<file path="config.mk">
export PLATFORM = sky130hd
export DESIGN_NAME = aes_key_expand
export DESIGN_NICKNAME = d
export VERILOG_FILES = /design/src/rtl/aes_key_expand.sv
export SDC_FILE = /design/constraint.sdc
export NUM_CORES = 2
export LEC_CHECK = 0
export CORE_ASPECT_RATIO = 1.75
export CORE_MARGIN = 10
export CORE_UTILIZATION = 30
export DETAILED_ROUTE_END_ITERATION = 8
export GPL_ROUTABILITY_DRIVEN = 0
export GPL_TIMING_DRIVEN = 1
export PLACE_DENSITY = 0.48
export SYNTH_ARGS = -nofsm -noshare
export SYNTH_HDL_FRONTEND = slang
export SYNTH_HIERARCHICAL = 1
export SYNTH_SLANG_ARGS = --single-unit
</file>
<file path="constraint.sdc">
create_clock -name i_clk -period 21.5 [get_ports i_clk]
set_input_delay 2.15 -clock i_clk [delete_from_list [all_inputs] [get_ports i_clk]]
set_output_delay 2.15 -clock i_clk [all_outputs]
set_load 0.02 [all_outputs]
</file>
<file path="src/rtl/aes_key_expand.sv">
// Iterative AES-128/AES-256 key expansion: one 128-bit round key per clock into a flop buffer.
// Optional key wipe on i_zeroize is compiled in with AES_KEY_ZEROIZE_EN.
module aes_sbox (
    input  logic [7:0] a,
    output logic [7:0] y
);
    function automatic logic [7:0] gmul(input logic [7:0] x, input logic [7:0] z);
        logic [7:0] p;
        logic [7:0] aa;
        logic [7:0] bb;
        p  = 8'h00;
        aa = x;
        bb = z;
        for (int i = 0; i < 8; i++) begin
            if (bb[0]) p = p ^ aa;
            aa = {aa[6:0], 1'b0} ^ (aa[7] ? 8'h1b : 8'h00);
            bb = bb >> 1;
        end
        return p;
    endfunction

    logic [7:0] sq;
    logic [7:0] inv;

    // Multiplicative inverse as a^254 (maps 0 to 0), followed by the affine transform.
    always_comb begin
        sq  = a;
        inv = 8'h01;
        for (int i = 0; i < 7; i++) begin
            sq  = gmul(sq, sq);
            inv = gmul(inv, sq);
        end
        y = inv ^ {inv[6:0], inv[7]} ^ {inv[5:0], inv[7:6]} ^
            {inv[4:0], inv[7:5]} ^ {inv[3:0], inv[7:4]} ^ 8'h63;
    end
endmodule

module aes_key_expand #(
    parameter int KEY_W = 128
) (
    input  logic             i_clk,
    input  logic             i_rst_n,
    input  logic             i_key_vld,
    input  logic [KEY_W-1:0] i_key,
    output logic             o_key_rdy,
    output logic             o_done,
    input  logic [3:0]       i_rk_rd_idx,
    output logic [127:0]     o_rk,
    input  logic             i_zeroize
);
    if (KEY_W != 128 && KEY_W != 256) begin : g_bad_key_w
        $error("aes_key_expand: KEY_W must be 128 or 256");
    end

    localparam int          NR    = (KEY_W == 256) ? 14 : 10;
    localparam logic [3:0]  LAST  = 4'(NR);
    localparam logic [3:0]  FIRST = (KEY_W == 256) ? 4'd2 : 4'd1;

    typedef enum logic [1:0] {IDLE, EXPAND, DONE} state_t;

    state_t       state;
    logic [3:0]   rnd;
    logic [127:0] rk_buf [0:NR];
    logic         wipe;
    logic         accept;

`ifdef AES_KEY_ZEROIZE_EN
    assign wipe = i_zeroize;
`else
    logic unused_zeroize;
    assign unused_zeroize = i_zeroize;
    assign wipe = 1'b0;
`endif

    assign accept = i_key_vld && o_key_rdy;

    function automatic logic [7:0] rcon(input logic [3:0] i);
        case (i)
            4'd1:    return 8'h01;
            4'd2:    return 8'h02;
            4'd3:    return 8'h04;
            4'd4:    return 8'h08;
            4'd5:    return 8'h10;
            4'd6:    return 8'h20;
            4'd7:    return 8'h40;
            4'd8:    return 8'h80;
            4'd9:    return 8'h1b;
            4'd10:   return 8'h36;
            default: return 8'h00;
        endcase
    endfunction

    logic [127:0] prev;
    logic [127:0] base;
    logic [31:0]  sub_in;
    logic [31:0]  sub_out;
    logic [31:0]  temp;
    logic [3:0]   rcon_idx;
    logic         use_rot;
    logic [127:0] next_rk;

    // AES-256 odd rounds take SubWord only; even rounds and all AES-128 rounds rotate and add Rcon.
    always_comb begin
        prev     = rk_buf[rnd - 4'd1];
        base     = (KEY_W == 256) ? rk_buf[rnd - 4'd2] : prev;
        use_rot  = (KEY_W == 128) || !rnd[0];
        sub_in   = use_rot ? {prev[23:0], prev[31:24]} : prev[31:0];
        rcon_idx = (KEY_W == 256) ? {1'b0, rnd[3:1]} : rnd;
        temp     = sub_out ^ (use_rot ? {rcon(rcon_idx), 24'h000000} : 32'h0);
        next_rk[127:96] = base[127:96] ^ temp;
        next_rk[95:64]  = base[95:64]  ^ next_rk[127:96];
        next_rk[63:32]  = base[63:32]  ^ next_rk[95:64];
        next_rk[31:0]   = base[31:0]   ^ next_rk[63:32];
    end

    for (genvar g = 0; g < 4; g++) begin : g_sbox
        aes_sbox u_sbox (.a(sub_in[8*g +: 8]), .y(sub_out[8*g +: 8]));
    end

    // Round-key storage is deliberately left out of reset.
    always_ff @(posedge i_clk) begin
        if (wipe) begin
            for (int i = 0; i <= NR; i++) rk_buf[i] <= '0;
        end else if (accept) begin
            rk_buf[0] <= i_key[KEY_W-1 -: 128];
            if (KEY_W == 256) rk_buf[1] <= i_key[127:0];
        end else if (state == EXPAND) begin
            rk_buf[rnd] <= next_rk;
        end
    end

    always_ff @(posedge i_clk or negedge i_rst_n) begin
        if (!i_rst_n) begin
            state     <= IDLE;
            rnd       <= 4'd0;
            o_key_rdy <= 1'b1;
            o_done    <= 1'b0;
            o_rk      <= '0;
        end else begin
            o_rk <= (i_rk_rd_idx <= LAST) ? rk_buf[i_rk_rd_idx] : '0;
            if (wipe) begin
                state     <= IDLE;
                rnd       <= 4'd0;
                o_key_rdy <= 1'b1;
                o_done    <= 1'b0;
            end else begin
                case (state)
                    IDLE, DONE: begin
                        if (i_key_vld) begin
                            state     <= EXPAND;
                            rnd       <= FIRST;
                            o_key_rdy <= 1'b0;
                            o_done    <= 1'b0;
                        end
                    end
                    EXPAND: begin
                        if (rnd == LAST) begin
                            state     <= DONE;
                            o_key_rdy <= 1'b1;
                            o_done    <= 1'b1;
                        end else begin
                            rnd <= rnd + 4'd1;
                        end
                    end
                    default: state <= IDLE;
                endcase
            end
        end
    end
endmodule

</file>
Word level (Yosys, flattened, before mapping)
Memories as Yosys holds them, arrays and structs flattened.
Index checks and enable logic that the tools add are counted.
{"block": "totals", "register_bits": 136, "latch_bits": 0, "ramBits": 1408, "romBits": 128, "in_bits": 136, "out_inout_bits": 130, "wordCells": 1635, "memories": 2}
{"name": "rk_buf", "depth": 11, "width": 128, "rd": 2, "rd_ports_with_merged_regs": 0, "write_ports": 1, "line_no": "63", "text": "logic [127:0] rk_buf [0:NR];"}
{"name": "(name not given)", "depth": 16, "width": 8, "rd": 1, "rd_ports_with_merged_regs": 0, "write_ports": 0, "line_no": "78", "text": "case (i)"}
{"block": "classes", "n_addsub": 2, "mul": 0, "div_mod_pow": 0, "n_lt_le_gt_ge": 1, "n_eq_ne": 6, "shifts": 0, "mux": 830, "bitwise_logic": 781, "reduce_logical": 8}
{"cell": "bitwise XOR 8 bit", "n": 744}
{"cell": "2-to-1 mux 8 bit", "n": 420}
{"cell": "2-to-1 mux 5 bit", "n": 368}
{"cell": "2-to-1 mux 128 bit", "n": 2}
{"cell": "bitwise XOR 32 bit", "n": 5}
{"cell": "OR reduction 128 bit", "n": 1}
{"cell": "2-to-1 mux 4 bit", "n": 7}
{"cell": "2-to-1 mux 7 bit", "n": 4}
{"cell": "NOT 1 bit, first input constant", "n": 28}
{"cell": "2-to-1 mux 6 bit", "n": 4}
{"cell": "NOT 4 bit", "n": 4}
{"cell": "2-to-1 mux 1 bit", "n": 12}
{"cell": "2-to-1 mux 2 bit", "n": 6}
{"cell": "2-to-1 mux 3 bit", "n": 4}
{"cell": "case mux 4 bit (2 select lines)", "n": 1}
{"cell": "AND reduction 3 bit", "n": 2}
{"cell": "adder 4 x 1 -> 4 bit, second input constant", "n": 1}
{"cell": "equality test 4 bit, second input constant", "n": 1}
{"cell": "less-or-equal comparator 4 bit, second input constant", "n": 1}
{"cell": "inequality test 2 bit, second input constant", "n": 2}
{"cell": "case mux 2 bit (2 select lines)", "n": 1}
{"cell": "subtractor 4 x 1 -> 4 bit, second input constant", "n": 1}
{"cell": "equality test 2 x 1 -> 1 bit, second input constant", "n": 1}
{"cell": "equality test 2 bit, second input constant", "n": 1}
{"cell": "other kinds (7)", "n": 7}

Longest topological paths before layout
An unclocked memory read counts as a cell.
{"block": "depth", "ltp_word": 140, "mapped_depth": 81}

By module
Netlist, hierarchy kept.
{"mod": "aes_key_expand", "instances": 1, "cells_per_inst": 4421, "area_each_um2": 70959.3}
{"mod": "aes_sbox at g_sbox[1].u_sbox ...", "instances": 3, "cells_per_inst": 2049, "area_each_um2": 15315.9}
{"mod": "aes_sbox at g_sbox[0].u_sbox", "instances": 1, "cells_per_inst": 1924, "area_each_um2": 15348.5}

Least setup slack after synthesis
Ideal clock, no wire load.
{"block": "synth_path", "path_kind": "register to register", "startpoint": "reg rnd[0] (netlist: rcon_idx[0])", "endpoint": "mem rk_buf[0][29], data pin", "setup_time_ns": 0.292, "arrival_time_ns": 18.320, "required_time_ns": 21.208, "slack_ns": 2.888, "path_stages_with_launch": 74, "synth_period_minus_slack_ns": 18.612, "cell_sequence": "dfrtp_1 -> buf_2 -> buf_4 -> inv_2 -> buf_2 -> ha_1 -> buf_2 -> buf_2 -> buf_2 -> buf_2 -> buf_1 -> mux4_2 -> nand2_1 -> a31oi_1 -> ha_1 -> mux2_2 -> xnor3_1 -> xnor3_2 -> [... 38 more ...] -> xnor3_2 -> xnor3_1 -> nand2_1 -> xnor3_1 -> xor3_2 -> xor2_2 -> xor2_1 -> nor2_1 -> xnor3_1 -> xor3_1 -> xnor2_2 -> xnor3_1 -> xor2_1 -> xnor2_1 -> xnor2_1 -> xnor2_1 -> xor2_1 -> o21ai_0"}
{"block": "synth_via", "elab_chain_len": 137, "word_cells_on_any_way": 399, "classes_between": "add/sub (1); mux (204); bitwise (192); memory (2)"}
{"item": "start: declaration", "line_no": "62", "text": "logic [3:0] rnd;"}
{"item": "start signal: assignment", "line_no": "162", "text": "rnd <= rnd + 4'd1;"}
{"item": "subtractor 4 x 1 -> 4 bit (*)", "line_no": "104", "text": "prev = rk_buf[rnd - 4'd1];"}
{"item": "memory read (11 x 128 bit) (*)"}
{"item": "net base[16]", "line_no": "94", "text": "logic [127:0] base;"}
{"item": "2-to-1 mux 8 bit", "line_no": "15", "text": "if (bb[0]) p = p ^ aa;"}
{"item": "bitwise XOR 8 bit", "line_no": "15"}
{"item": "2-to-1 mux 8 bit", "line_no": "15"}
{"item": "bitwise XOR 8 bit", "line_no": "15"}
{"item": "2-to-1 mux 8 bit", "line_no": "15"}
{"item": "[... 123 more ...]"}
{"item": "NOT 4 bit (no source line) (*)"}
{"item": "net sub_out[29]", "line_no": "96", "text": "logic [31:0] sub_out;"}
{"item": "bitwise XOR 32 bit (*)", "line_no": "109", "text": "temp = sub_out ^ (use_rot ? {rcon(rcon_idx), 24'h000000} : 32'h0);"}
{"item": "bitwise XOR 32 bit (*)", "line_no": "110", "text": "next_rk[127:96] = base[127:96] ^ temp;"}
{"item": "bitwise XOR 32 bit (*)", "line_no": "111", "text": "next_rk[95:64] = base[95:64] ^ next_rk[127:96];"}
{"item": "bitwise XOR 32 bit (*)", "line_no": "112", "text": "next_rk[63:32] = base[63:32] ^ next_rk[95:64];"}
{"item": "bitwise XOR 32 bit (*)", "line_no": "113", "text": "next_rk[31:0] = base[31:0] ^ next_rk[63:32];"}
{"item": "2-to-1 mux 128 bit (no source line) (*)"}
{"item": "end: declaration", "line_no": "63"}
The timed path passes the listed nets; every way through them passes the cells marked *.

Final worst setup path
{"block": "layout_path", "startpoint": "reg rnd[0] (netlist: rcon_idx[0])", "endpoint": "mem rk_buf[6][30], data pin"}
{"block": "layout_via", "word_cells_on_any_way": 399, "classes_between": "add/sub (1); mux (204); bitwise (192); memory (2)"}
{"item": "subtractor 4 x 1 -> 4 bit (*)", "line_no": "104"}
{"item": "memory read (11 x 128 bit) (*)"}
{"item": "net base[16]", "line_no": "94"}
{"item": "2-to-1 mux 8 bit", "line_no": "15"}
{"item": "bitwise XOR 8 bit", "line_no": "15"}
{"item": "2-to-1 mux 8 bit", "line_no": "15"}
{"item": "bitwise XOR 8 bit", "line_no": "15"}
{"item": "2-to-1 mux 8 bit", "line_no": "15"}
{"item": "[... 122 more ...]"}
{"item": "NOT 4 bit (no source line) (*)"}
{"item": "net sub_out[30]", "line_no": "96"}
{"item": "bitwise XOR 32 bit (*)", "line_no": "109"}
{"item": "bitwise XOR 32 bit (*)", "line_no": "110"}
{"item": "bitwise XOR 32 bit (*)", "line_no": "111"}
{"item": "bitwise XOR 32 bit (*)", "line_no": "112"}
{"item": "bitwise XOR 32 bit (*)", "line_no": "113"}
{"item": "2-to-1 mux 128 bit (no source line) (*)"}
Marks and branches as above.

==> results.py <==
metrics = {
    "flow_run": {
        "drv_cap": 0,
    },
    "clock_tree": {
        "cts_hold_buf": 0,
        "cts_buffer_depth": 4,
        "h-tree-depth": 4,
        "clk_pin_slew_worst_paths_ns": 0.07,
        "cts_tree": "yes",
        "cts_buffers": 141,
        "cts_sinks": 1544,
        "clkLatencyLatePin_ns": 0.83,
        "cts-root-buf": "clkbuf_16",
    },
    "synth": {
        "synthFlopType": "edfxtp_1",
        "synth_async_sr_flop_share": 0.0881,
        "synth_edf_count": 1408,
        "syn_inst": 12500,
        "syn_nets": 12700,
        "yosys.cell_types.count": 126,
        "ys_seq_elements": 1544,
        "avgSynthCellArea_sq_um": 10.6,
        "post_synth_instance_area_sq_um": 132000,
        "seq_area_frac_synth": 0.345,
        "yosysWarnings": 6,
    },
    "setup_path": {
        "worst-r2r-cell-count": 54,
        "cpMostUsedCell": "xnor3_1",
        "cp_max_fo": 75,
        "crit_type": "flip-flop to flip-flop",
        "crit_path_max_incr_delay_ns": 0.96,
        "crit_arrival_ns": 21.28,
        "crit_slowest_cell": "xnor2_1",
        "cp-end-kind": "flip-flop",
        "start_kind": "flip-flop",
        "required_ns": 21.99,
    },
    "min_path": {
        "worst_hold_path.num_cells": 2,
        "hold_path_class": "flip-flop to flip-flop",
    },
    "sta": {
        "final.period_utilization": 0.967,
        "fmax_mhz": 48.1,
        "worst_slew_pin_slew_ns": 1.23,
        "whs_ns": 0.545,
        "slew_headroom": 0.176,
        "period_needed_ns": 20.79,
        "finalHoldViolCount": 0,
        "rsz0062_at_grt": "true",
        "fin_skew_ns": 0.0640,
        "finalSetupViolCount": 0,
        "slew_viol_final": 0,
    },
    "global_route": {
        "grt.total_usage": 0.193,
        "antenna_found_initial": 25,
        "overflow": 0,
        "grt_pass1_wl_mm": 692,
        "grt_max_degree": 154,
        "first_global_vias": 101000,
    },
    "placement": {
        "io_buffers": 264,
        "dpl.hpwl_mm": 330,
        "placed_cell_area_sq_um": 144000,
    },
    "routing": {
        "wl_mm": 473,
        "drc": 0,
        "vias": 100000,
        "first_pass_iters": 5,
        "avgRoutedWirePerCell_um": 25.5,
        "via_per_inst": 5.40,
        "ant_nets": 0,
        "drtIter0Drc": 6851,
    },
    "outcome": {
        "status": "finished clean",
    },
    "final_layout": {
        "layout.nets": 12800,
        "area_growth_pct": 12.4,
        "post_route_cells_drive_above_1_share": 0.150,
        "finish.utilization": 0.339,
        "layout_common_cells": "xnor2_1 (1512), nor2_1 (1484), edfxtp_1 (1408)",
        "fin_area_sq_um": 149000,
        "final_common_cell": "xnor2_1",
    },
    "die": {
        "die_w_um": 522,
        "die-height_um": 898,
        "num_rows": 322,
        "io-pin-count": 266,
        "initial_core_util": 0.301,
        "core-area_sq_um": 439000,
        "die-area_sq_um": 469000,
    },
}
flip-flops by register name, summed over array words and instances, names as in the netlist:
name,cells
o_done,1
o_key_rdy,1
rk_buf,1408
rcon_idx,4
o_rk,128
state,2
cells by family (layout without fill, tap and decap cells):
kind of cell,Yosys count,after routing,synth area share
other,0,14,0
AOI/OAI and AO/OA,2286,2286,0.111
and+or+nand+nor,3731,3731,0.122
muxes,1214,1214,0.141
DFF,1544,1544,0.345
adders and majority gates,35,35,0.00331
xor gates and xnor gates,2694,2694,0.244
buffers and inverters,988,1195,0.0327
metal layers:
layer  GRT usage  vias to the layer above  wire (um)
met5           0                        -         40
met4       0.101                        6      29500
met3      0.0143                      755      16400
met2       0.363                     2725     250000
met1       0.215                    50700     177000
li1            -                    45900          -
Yosys cell counts, types with 42 or more instances:
cell	instances	area, sq um
a211oi_1	93	698
a21oi_1	660	3300
a22oi_1	59	443
a31oi_1	158	988
and2_1	46	288
and3_1	58	363
buf_1	93	349
buf_2	155	776
buf_4	65	488
clkbuf_1	557	2090
dfrtp_1	135	3380
edfxtp_1	1408	42300
inv_1	68	255
mux2_2	45	507
mux2i_1	646	6470
mux4_2	511	11500
nand2_1	1247	4680
nand2b_1	71	444
nand3_1	244	1220
nand4_1	55	344
nor2_1	1492	5600
nor2b_1	44	275
nor3_1	239	1200
o211ai_1	122	916
o21ai_0	351	1760
o21ai_1	81	405
o22ai_1	234	1460
or3_1	57	357
xnor2_1	1598	14000
xnor2_2	109	1770
xnor2_4	42	1160
xnor3_1	363	8180
xnor3_2	53	1260
xor2_1	430	3770
repair_timing:
item	in CTS	in global routing
pin swaps	0	1
setup endpoints to repair	22	902
resized for setup	2	78
setup buffers	0	1
path summary, 6_finish.rpt:
path / start / end / slack [ns]
min in group asynchronous: i_rst_n / o_rk[102] / 1.24
setup reg to reg: rcon_idx[0] / rk_buf[6][30] / 0.71
hold / removal: state[1] / state[1] / 0.54
hold reg to reg: state[1] / state[1] / 0.54
max in group asynchronous: i_rst_n / rcon_idx[0] / 18.60
setup / recovery: rcon_idx[0] / rk_buf[6][30] / 0.71
final cells by class:
class / instances / area, sq um
Antenna cell: 14 / 35.0
Clock buffer: 187 / 3960
Clock inverter: 58 / 576
Fill cell: 44500 / 290000
Inverter: 94 / 354
Multi-Input combinational cell: 9960 / 83400
Sequential cell: 1544 / 45700
Tap cell: 5832 / 7300
Timing Repair Buffer: 856 / 7390
per-stage QoR:
| step | cells | setup WS, ns | TNS, ns |
|---|---|---|---|
| floorplan | 12500 | 2.89 | 0 |
| global placement | 18300 | 0.119 | 0 |
| detailed placement | 18300 | 0.0371 | 0 |
| CTS | 18500 | 0.0675 | 0 |
| global route | 18500 | -0.239 | -7.08 |
| finish | 18500 | 0.709 | 0 |
critical path, delay by kind of cell, from the launching register on:
kind,cells,cell delay (ns)
multiplexers,3,0.97
AND/OR/NAND/NOR,6,1.21
buffers and inverters,3,1.18
AO/OA/AOI/OAI,16,4.14
XOR/XNOR,24,11.24
adder cells (fa/ha/maj),2,1.05
flip-flops,1,0.45
Power is not shown: default switching activity piles up to over one toggle a cycle in this logic, so the estimate is an artifact.
